## config.mk

```make
export PLATFORM = sky130hd
export DESIGN_NAME = alu_packet_deserializer
export DESIGN_NICKNAME = d
export VERILOG_FILES = /design/src/rtl/alu_packet_deserializer.sv
export SDC_FILE = /design/constraint.sdc
export NUM_CORES = 1
export LEC_CHECK = 0
export CORE_ASPECT_RATIO = 0.8
export CORE_UTILIZATION = 30
export CTS_BUF_LIST = sky130_fd_sc_hd__clkbuf_4
export DETAILED_ROUTE_END_ITERATION = 12
export SLEW_MARGIN = 25
export SYNTH_ARGS = -nofsm -noshare
export SYNTH_HDL_FRONTEND = slang
export SYNTH_SLANG_ARGS = --single-unit
```

## constraint.sdc

```tcl
create_clock -name clock -period 2.35 [get_ports clock]
set_clock_uncertainty 0.15 [all_clocks]
set_input_delay 0.47 -clock clock [delete_from_list [all_inputs] [get_ports clock]]
set_output_delay 0.47 -clock clock [all_outputs]
set_load 0.05 [all_outputs]
```

## src/rtl/alu_packet_deserializer.sv

```systemverilog
// Purpose : rebuilds an ALU packet {op_2, op_1, op_code} from the processor's LSB-first serial link.
// Latency : out_valid rises the cycle after the last frame bit is sampled (the parity bit when parity is enabled).
// Backpr. : double-buffered; a completed frame that finds the output buffer full is dropped and flagged.
//
// Optional feature: define ALU_PACKET_PARITY_EN to require one trailing even-parity bit per frame.
//
// Ports:
//   clock, reset_n          system clock, asynchronous active-low reset
//   rx_start/rx_valid/rx_bit  serial input; rx_start marks bit 0 of a frame
//   out_packet/out_op_code  assembled packet and its opcode field
//   out_valid/out_ready     valid/ready handshake towards the ALU datapath
//   busy                    a frame is being received
//   overrun                 sticky: a finished frame was dropped because the buffer was full
//   frame_error             one-cycle pulse on abort, drop or parity failure
module alu_packet_deserializer #(
  parameter int REGISTER_SIZE = 32,
  parameter int OPCODE_WIDTH  = 3,
  parameter int PACKET_WIDTH  = 2 * REGISTER_SIZE + OPCODE_WIDTH
) (
  input  logic                    clock,
  input  logic                    reset_n,
  input  logic                    rx_start,
  input  logic                    rx_valid,
  input  logic                    rx_bit,
  output logic [PACKET_WIDTH-1:0] out_packet,
  output logic [OPCODE_WIDTH-1:0] out_op_code,
  output logic                    out_valid,
  input  logic                    out_ready,
  output logic                    busy,
  output logic                    overrun,
  output logic                    frame_error
);

  localparam int CNT_W = $clog2(PACKET_WIDTH + 1);
  localparam logic [CNT_W-1:0] LAST_IDX = CNT_W'(PACKET_WIDTH - 1);

  typedef enum logic [1:0] {
    IDLE   = 2'd0,
    SHIFT  = 2'd1,
    PARITY = 2'd2
  } state_t;

  state_t                  state;
  state_t                  state_nxt;
  logic [PACKET_WIDTH-1:0] shift_reg;
  logic [CNT_W-1:0]        count;

  logic                    start_ev;
  logic                    store_bit;
  logic                    last_bit;
  logic                    abort;
  logic                    commit_req;
  logic                    parity_bad;
  logic [PACKET_WIDTH-1:0] commit_data;
  logic                    can_take;

  // State register
  always_ff @(posedge clock or negedge reset_n) begin
    if (!reset_n) begin
      state <= IDLE;
    end else begin
      state <= state_nxt;
    end
  end

  // Next-state logic
  always_comb begin
    state_nxt = state;
    case (state)
      IDLE: begin
        if (rx_valid && rx_start) state_nxt = SHIFT;
      end
      SHIFT: begin
        if (rx_valid && !rx_start && last_bit) begin
`ifdef ALU_PACKET_PARITY_EN
          state_nxt = PARITY;
`else
          state_nxt = IDLE;
`endif
        end
      end
      PARITY: begin
        // A start bit here restarts the frame; any other valid bit is the parity bit.
        if (rx_valid && rx_start)      state_nxt = SHIFT;
        else if (rx_valid)             state_nxt = IDLE;
      end
      default: state_nxt = IDLE;
    endcase
  end

  // Output / control decode
  always_comb begin
    busy        = (state != IDLE);
    start_ev    = rx_valid && rx_start;
    store_bit   = (state == SHIFT) && rx_valid && !rx_start;
    last_bit    = (count == LAST_IDX);
    abort       = start_ev && (state != IDLE);
    commit_data = shift_reg;
`ifdef ALU_PACKET_PARITY_EN
    // Even parity over payload plus the parity bit: XOR of everything must be 0.
    commit_req  = (state == PARITY) && rx_valid && !rx_start && !((^shift_reg) ^ rx_bit);
    parity_bad  = (state == PARITY) && rx_valid && !rx_start &&  ((^shift_reg) ^ rx_bit);
`else
    // Commit in the same cycle the last bit arrives, so splice that bit in directly.
    commit_req  = store_bit && last_bit;
    parity_bad  = 1'b0;
    commit_data[PACKET_WIDTH-1] = rx_bit;
`endif
    // The output slot is free if empty or being drained this very cycle.
    can_take    = !out_valid || out_ready;
  end

  // Receive shift register and bit counter
  always_ff @(posedge clock or negedge reset_n) begin
    if (!reset_n) begin
      shift_reg <= '0;
      count     <= '0;
    end else if (start_ev) begin
      shift_reg[0] <= rx_bit;
      count        <= CNT_W'(1);
    end else if (store_bit) begin
      shift_reg[count] <= rx_bit;
      count            <= last_bit ? '0 : count + CNT_W'(1);
    end
  end

  // Output buffer and status flags
  always_ff @(posedge clock or negedge reset_n) begin
    if (!reset_n) begin
      out_packet  <= '0;
      out_valid   <= 1'b0;
      overrun     <= 1'b0;
      frame_error <= 1'b0;
    end else begin
      if (commit_req && can_take) begin
        out_packet <= commit_data;
        out_valid  <= 1'b1;
      end else begin
        if (commit_req) overrun <= 1'b1;
        if (out_valid && out_ready) out_valid <= 1'b0;
      end
      frame_error <= abort || (commit_req && !can_take) || parity_bad;
    end
  end

  assign out_op_code = out_packet[OPCODE_WIDTH-1:0];

endmodule

```

==> reports/results.tsv, run 1 <==
metric	value	unit
result of the run	finished clean	
Final setup violation count	0	
clock net sink count	144	
highest clock rate	0.463	GHz
Max stage delay on crit path	0.62	ns
largest net degree at the start of global routing	60	
kind of start point of the critical path	flop	
number of core rows	46	
half-perimeter wire length after placement	9.23	mm
TritonCTS buffer count	17	
I/O pins	80	
Leakage	4.09	nW
ratio of cells with drive above 1 in the final layout	35.9	%
final setup margin	0.189	ns
initial antenna violation count	0	
peak fanout along the critical path	8	
maxcap violations	0	
Worst R2R Start	count[0]	
data arrival time of the worst path	2.51	ns
total negative setup slack	0	ns
Critical Path Source	count[0]	
class of the most critical hold timing path	in2async	
count of port buffers added during placement	79	
cell area power density	637	nW/um^2
deepest clock path buffer count	2	
cell taking the most area after synthesis	sky130_fd_sc_hd__dfrtp_1	
routed via count	3798	
insertion delay to the later sink of the worst-skew pair	0.56	ns
count of distinct cell types in the synthesized netlist	39	
number of buffer and inverter stages on the critical path	2	
Post-synth ARST share	100	%
core utilization of the finished layout	38.6	%
Worst-path clk slew	0.13	ns
number of iterations in the first detailed-routing pass	4	
most used flip-flop cell after synthesis	sky130_fd_sc_hd__dfrtp_1	
post-synthesis instance area	6160	sq um
largest cells by area after synthesis	sky130_fd_sc_hd__dfrtp_1, sky130_fd_sc_hd__mux2_2, sky130_fd_sc_hd__mux2_4	
Post-synth EDFFs	0	
final number of max-transition violations	0	
Synth warnings	0	
effective utilization at floorplan	30.9	%
total number of nets in the final design	564	
Worst EP required	2.70	ns
Clock H-tree levels	4	
Chip Width	162	um
clk root buf	sky130_fd_sc_hd__clkbuf_4	
CP delay by family, top	simple AND/OR/NAND/NOR gates	
dpl ws	-0.0520	ns
final std cells w/o fill	833	
detail-routed via count per cell	4.56	
final instance area	7700	sq um
height of the die	130	um
dpl cell area	7400	sq um
remaining global-route overflow	0	
net count after synthesis	465	
Routed WL per cell	15.8	um
area of the die	21100	sq um
ordered list of cells on the worst path	inv_1 > ha_1 > and3b_1 > buf_4 > or4b_2 > nand3_1	
final period demand of the worst path	2.16	ns
share of the synthesized area in the top cell type	58.5	%
Slew HR	58.0	%
Core Box Area	20000	sq um
ratio of final minimum period to clock period	92.0	%
critical path class	reg2reg	
overall global routing resource usage	13.4	%
cell with the largest stage delay on the worst path	sky130_fd_sc_hd__or4b_2	
drt total wl	13.1	mm
maximum vdd ir drop	0.296	mV
Seq cells post-synth	144	
first-pass GRT wire length	21.5	mm
number of global-route vias before repair	4000	
Iteration-0 DRC Markers	299	
number of flip-flops under the largest register name	67	
Post-Place Cells	800	
Final ANT Viol Nets	0	
type of destination of the critical path	flop	
global placement routability congestion	0.768	
share of synthesized area occupied by flip-flops and latches	58.5	%
Synth-to-Final Area Change	24.9	%
DRC violations left	0	
cell count after synthesis	457	
hold violation total from the final report	0	
TritonCTS clock tree	yes	
slew of the pin with the lowest slew margin	0.630	ns
unrepaired setup endpoints after global routing	no	
Inserted Diodes	0	
per-instance average area after synthesis	13.5	sq um
filler cell count in the final layout	1902	
==> worst paths after layout <==
check,cells past startpoint,endpoint,slack [ns]
setup / recovery,6,count[6],0.19
min in group clock,1,overrun,0.36
hold / removal,2,out_packet[44],0.28
hold reg to reg,1,overrun,0.36
setup reg to reg,6,count[6],0.19
max in group asynchronous,3,count[3],1.08
==> synthesized netlist by cell type, types with 4 or more instances <==
cell                       instances
sky130_fd_sc_hd__buf_2             6
sky130_fd_sc_hd__buf_4             4
sky130_fd_sc_hd__buf_6             5
sky130_fd_sc_hd__clkbuf_1         15
sky130_fd_sc_hd__dfrtp_1         144
sky130_fd_sc_hd__mux2_2          103
sky130_fd_sc_hd__mux2_4           30
sky130_fd_sc_hd__nand2_1          45
sky130_fd_sc_hd__nand3_1           4
sky130_fd_sc_hd__nor2_1           40
sky130_fd_sc_hd__nor2b_1           8
sky130_fd_sc_hd__nor3_1            4
sky130_fd_sc_hd__o21ai_0           9
==> report_power, final <==
group	switching [mW]	internal [mW]	total [mW]
Sequential	0.0612	2.54	2.60
Clock	0.967	1.08	2.04
Combinational	0.149	0.109	0.259
==> per-layer routing <==
| layer | GRT usage, % | wire (um) | vias up |
|---|---|---|---|
| met5 | 0 | 0 | - |
| met4 | 5.55 | 214 | 0 |
| met3 | 4.29 | 613 | 21 |
| met2 | 20.1 | 5740 | 85 |
| met1 | 18.0 | 6570 | 1899 |
| li1 | - | - | 1793 |
==> layout make-up <==
class,count,area [sq um],share of cell area (%)
sequential,144,3600,46.8
clock inverter,15,256,3.33
tap,264,330,4.29
inverter,2,7.51,0.0975
clock buffer,17,128,1.66
multi-input combinational,281,2380,31.0
timing repair buffer,110,991,12.9
==> cell families after synthesis <==
| group | synth area share (%) |
|---|---|
| DFF | 58.5 |
| muxes | 26.1 |
| and+or+nand+nor | 10.1 |
| buffers and inverters | 2.92 |
| AOI/OAI and AO/OA | 1.99 |
| adders and majority gates | 0.406 |
==> cells in the final DEF, fill, tap and decap left out, types with 2 or more instances in the layout <==
| master | instances |
|---|---|
| sky130_fd_sc_hd__mux2_4 | 30 |
| sky130_fd_sc_hd__nor2b_1 | 8 |
| sky130_fd_sc_hd__nand3_1 | 4 |
| sky130_fd_sc_hd__nor4_1 | 2 |
| sky130_fd_sc_hd__clkdlybuf4s50_1 | 3 |
| sky130_fd_sc_hd__nor3b_1 | 2 |
| sky130_fd_sc_hd__dfrtp_1 | 144 |
| sky130_fd_sc_hd__buf_12 | 5 |
| sky130_fd_sc_hd__clkbuf_4 | 17 |
| sky130_fd_sc_hd__nand3b_1 | 3 |
| sky130_fd_sc_hd__inv_6 | 3 |
| sky130_fd_sc_hd__clkinv_4 | 4 |
| sky130_fd_sc_hd__ha_1 | 2 |
| sky130_fd_sc_hd__nand2_1 | 45 |
| sky130_fd_sc_hd__a22oi_1 | 2 |
| sky130_fd_sc_hd__and4_1 | 2 |
| sky130_fd_sc_hd__a21oi_1 | 3 |
| sky130_fd_sc_hd__o21ai_0 | 9 |
| sky130_fd_sc_hd__nor2_1 | 40 |
| sky130_fd_sc_hd__bufinv_16 | 6 |
| sky130_fd_sc_hd__inv_1 | 2 |
| sky130_fd_sc_hd__nand4_1 | 3 |
| sky130_fd_sc_hd__buf_4 | 26 |
| sky130_fd_sc_hd__mux2_2 | 103 |
| sky130_fd_sc_hd__dlygate4sd2_1 | 73 |
| sky130_fd_sc_hd__nand2b_1 | 3 |
| sky130_fd_sc_hd__nor3_1 | 4 |
==> worst register-to-register path: cells and delay by family (launching register included) <==
family        cells  cell delay (ns)
fa+ha+maj         1             0.22
buf+inv           2             0.30
flops             1             0.50
simple gates      3             0.94
==> timing repair <==
item	CTS	global route
gates resized for setup	73	0
endpoints found under the setup margin	73	0
buffers inserted	0	0
hold buffers	1	0
endpoints found under the hold margin	54	0
==> stage by stage <==
stage	hold slack, ns	power, mW
after floorplan	0.0244	2.77
after global placement	0.326	2.89
after detailed placement	0.338	2.92
after CTS	0.264	4.99
after global routing	0.276	5.13
final	0.282	4.91
Note: power is estimated with default switching activity, not from simulation.
==> run 2: changes to the inputs <==
- CAP_MARGIN: default -> 10
- CORE_MARGIN: default -> 1
==> results of run 2 <==
No change in the layout: final DEF, timing and power equal those of run 1.
==> run 3: changes to the inputs <==
- CTS_CLUSTER_SIZE: default -> 16
- REMOVE_ABC_BUFFERS: default -> 1
==> reports/results.tsv, run 3 (synthesis gave the netlist of run 1 again) <==
metric	value	unit
dpl cell area	7390	sq um
insertion delay to the later sink of the worst-skew pair	0.54	ns
Core Box Area	20000	sq um
CP delay by family, top	simple AND/OR/NAND/NOR gates	
TritonCTS buffer count	17	
first-pass GRT wire length	21.5	mm
total number of nets in the final design	565	
height of the die	130	um
Final ANT Viol Nets	0	
global placement routability congestion	0.748	
routed via count	3792	
kind of start point of the critical path	flop	
number of iterations in the first detailed-routing pass	4	
total setup buffers inserted after CTS	0	
overall global routing resource usage	13.3	%
detail-routed via count per cell	4.55	
hold violation total from the final report	0	
cells on worst reg2reg path	3	
highest clock rate	0.448	GHz
ratio of cells with drive above 1 in the final layout	35.2	%
maximum vdd ir drop	0.297	mV
Iteration-0 DRC Markers	152	
dpl ws	-0.129	ns
fraction of power consumed by sequential logic	54.8	%
Leakage	4.06	nW
Routed WL per cell	15.7	um
number of flip-flops under the largest register name	67	
result of the run	finished clean	
remaining global-route overflow	0	
number of core rows	46	
deepest clock path buffer count	2	
Chip Width	162	um
Worst R2R Start	count[3]	
filler cell count in the final layout	1905	
Worst EP required	2.65	ns
Critical Path Source	count[3]	
final number of max-transition violations	0	
final setup margin	0.119	ns
unrepaired setup endpoints after global routing	no	
fraction of power spent switching nets	22.5	%
critical path class	reg2reg	
slew of the pin with the lowest slew margin	0.696	ns
final period demand of the worst path	2.23	ns
number of buffer and inverter stages on the critical path	0	
Clock H-tree levels	4	
Synth-to-Final Area Change	24.3	%
data arrival time of the worst path	2.53	ns
ratio of final minimum period to clock period	95.0	%
number of global-route vias before repair	3983	
Max stage delay on crit path	0.72	ns
final instance area	7660	sq um
maxcap violations	0	
cell area power density	620	nW/um^2
core utilization of the finished layout	38.4	%
class of the most critical hold timing path	in2async	
cell with the largest stage delay on the worst path	sky130_fd_sc_hd__or4b_1	
clk root buf	sky130_fd_sc_hd__clkbuf_4	
share of total power in the clock network	39.8	%
share of total power in combinational logic	5.4	%
Worst-path clk slew	0.12	ns
count of port buffers added during placement	79	
largest net degree at the start of global routing	52	
hold slack final	0.262	ns
area of the die	21100	sq um
peak fanout along the critical path	8	
I/O pins	80	
commonest cells after routing, fill and taps aside	sky130_fd_sc_hd__dfrtp_1, sky130_fd_sc_hd__mux2_2, sky130_fd_sc_hd__dlygate4sd2_1	
slack of the worst reg-to-reg path	0.12	ns
effective utilization at floorplan	30.9	%
design internal power	3.68	mW
most common cell after layout, fill and taps aside	sky130_fd_sc_hd__dfrtp_1	
Slew HR	53.6	%
TritonCTS clock tree	yes	
clock net sink count	144	
Final setup violation count	0	
power dissipated by switching net loads	1.07	mW
half-perimeter wire length after placement	9.01	mm
DRC violations left	0	
drt total wl	13.0	mm
type of destination of the critical path	flop	
capture point of the worst reg-to-reg path	shift_reg[16]	
ordered list of cells on the worst path	or4b_1 > nor4_1 > mux2_2	
initial antenna violation count	1	
run 3: cell types whose count changed in the layout (fill, tap and decap cells not counted), moves of 2 or more:
cell / previous run / this run
sky130_fd_sc_hd__buf_4: 26 / 28
sky130_fd_sc_hd__clkinv_1: 1 / 4
sky130_fd_sc_hd__clkinvlp_4: 0 / 2
sky130_fd_sc_hd__inv_6: 3 / 0
sky130_fd_sc_hd__clkinv_4: 4 / 1
run 3: power groups by stage:
stage	combinational (mW)	clock, mW	sequential (mW)
floorplan	0.113	0	2.63
global placement	0.252	0	2.65
detailed placement	0.263	0	2.65
CTS	0.265	1.96	2.60
global route	0.290	2.07	2.62
finish	0.259	1.89	2.60
run 3: timing repair:
action,4_1_cts,5_1_grt
hold endpoints to repair,43,0
endpoints found under the setup margin,73,0
gates resized for setup,73,0
hold buffers,1,0
run 3: area by class of cell:
| type | instances | area [sq um] | share of cell area (%) |
|---|---|---|---|
| diodes | 1 | 2.50 | 0.0327 |
| clock buffers | 17 | 128 | 1.67 |
| clock inverters | 13 | 219 | 2.86 |
| inverters | 2 | 7.51 | 0.0980 |
| multi-input cells | 281 | 2380 | 31.1 |
| flip-flops and latches | 144 | 3600 | 47.0 |
| well taps | 264 | 330 | 4.31 |
| repair buffers | 111 | 986 | 12.9 |
run 3: worst max path at each step:
stage,end,depth (start not counted)
final,shift_reg[16],3
after global routing,shift_reg[16],3
after CTS,shift_reg[16],3
after detailed placement,shift_reg[54],5
after global placement,shift_reg[14],5
after floorplan,out_packet[36],4
run 3: per-stage QoR:
step                setup TNS, ns  total power [mW]  instances
floorplan                  -32.14              2.74        427
global placement            -2.35              2.90        801
detailed placement          -6.77              2.92        801
CTS                             0              4.83        832
global route                    0              4.97        833
finish                          0              4.75        833
run 3: layer usage:
metal	wire length [um]	vias up	global-route usage (%)
li1	-	1786	-
met1	6350	1915	17.6
met2	5920	71	20.4
met3	539	20	3.88
met4	235	0	5.66
met5	0	-	0
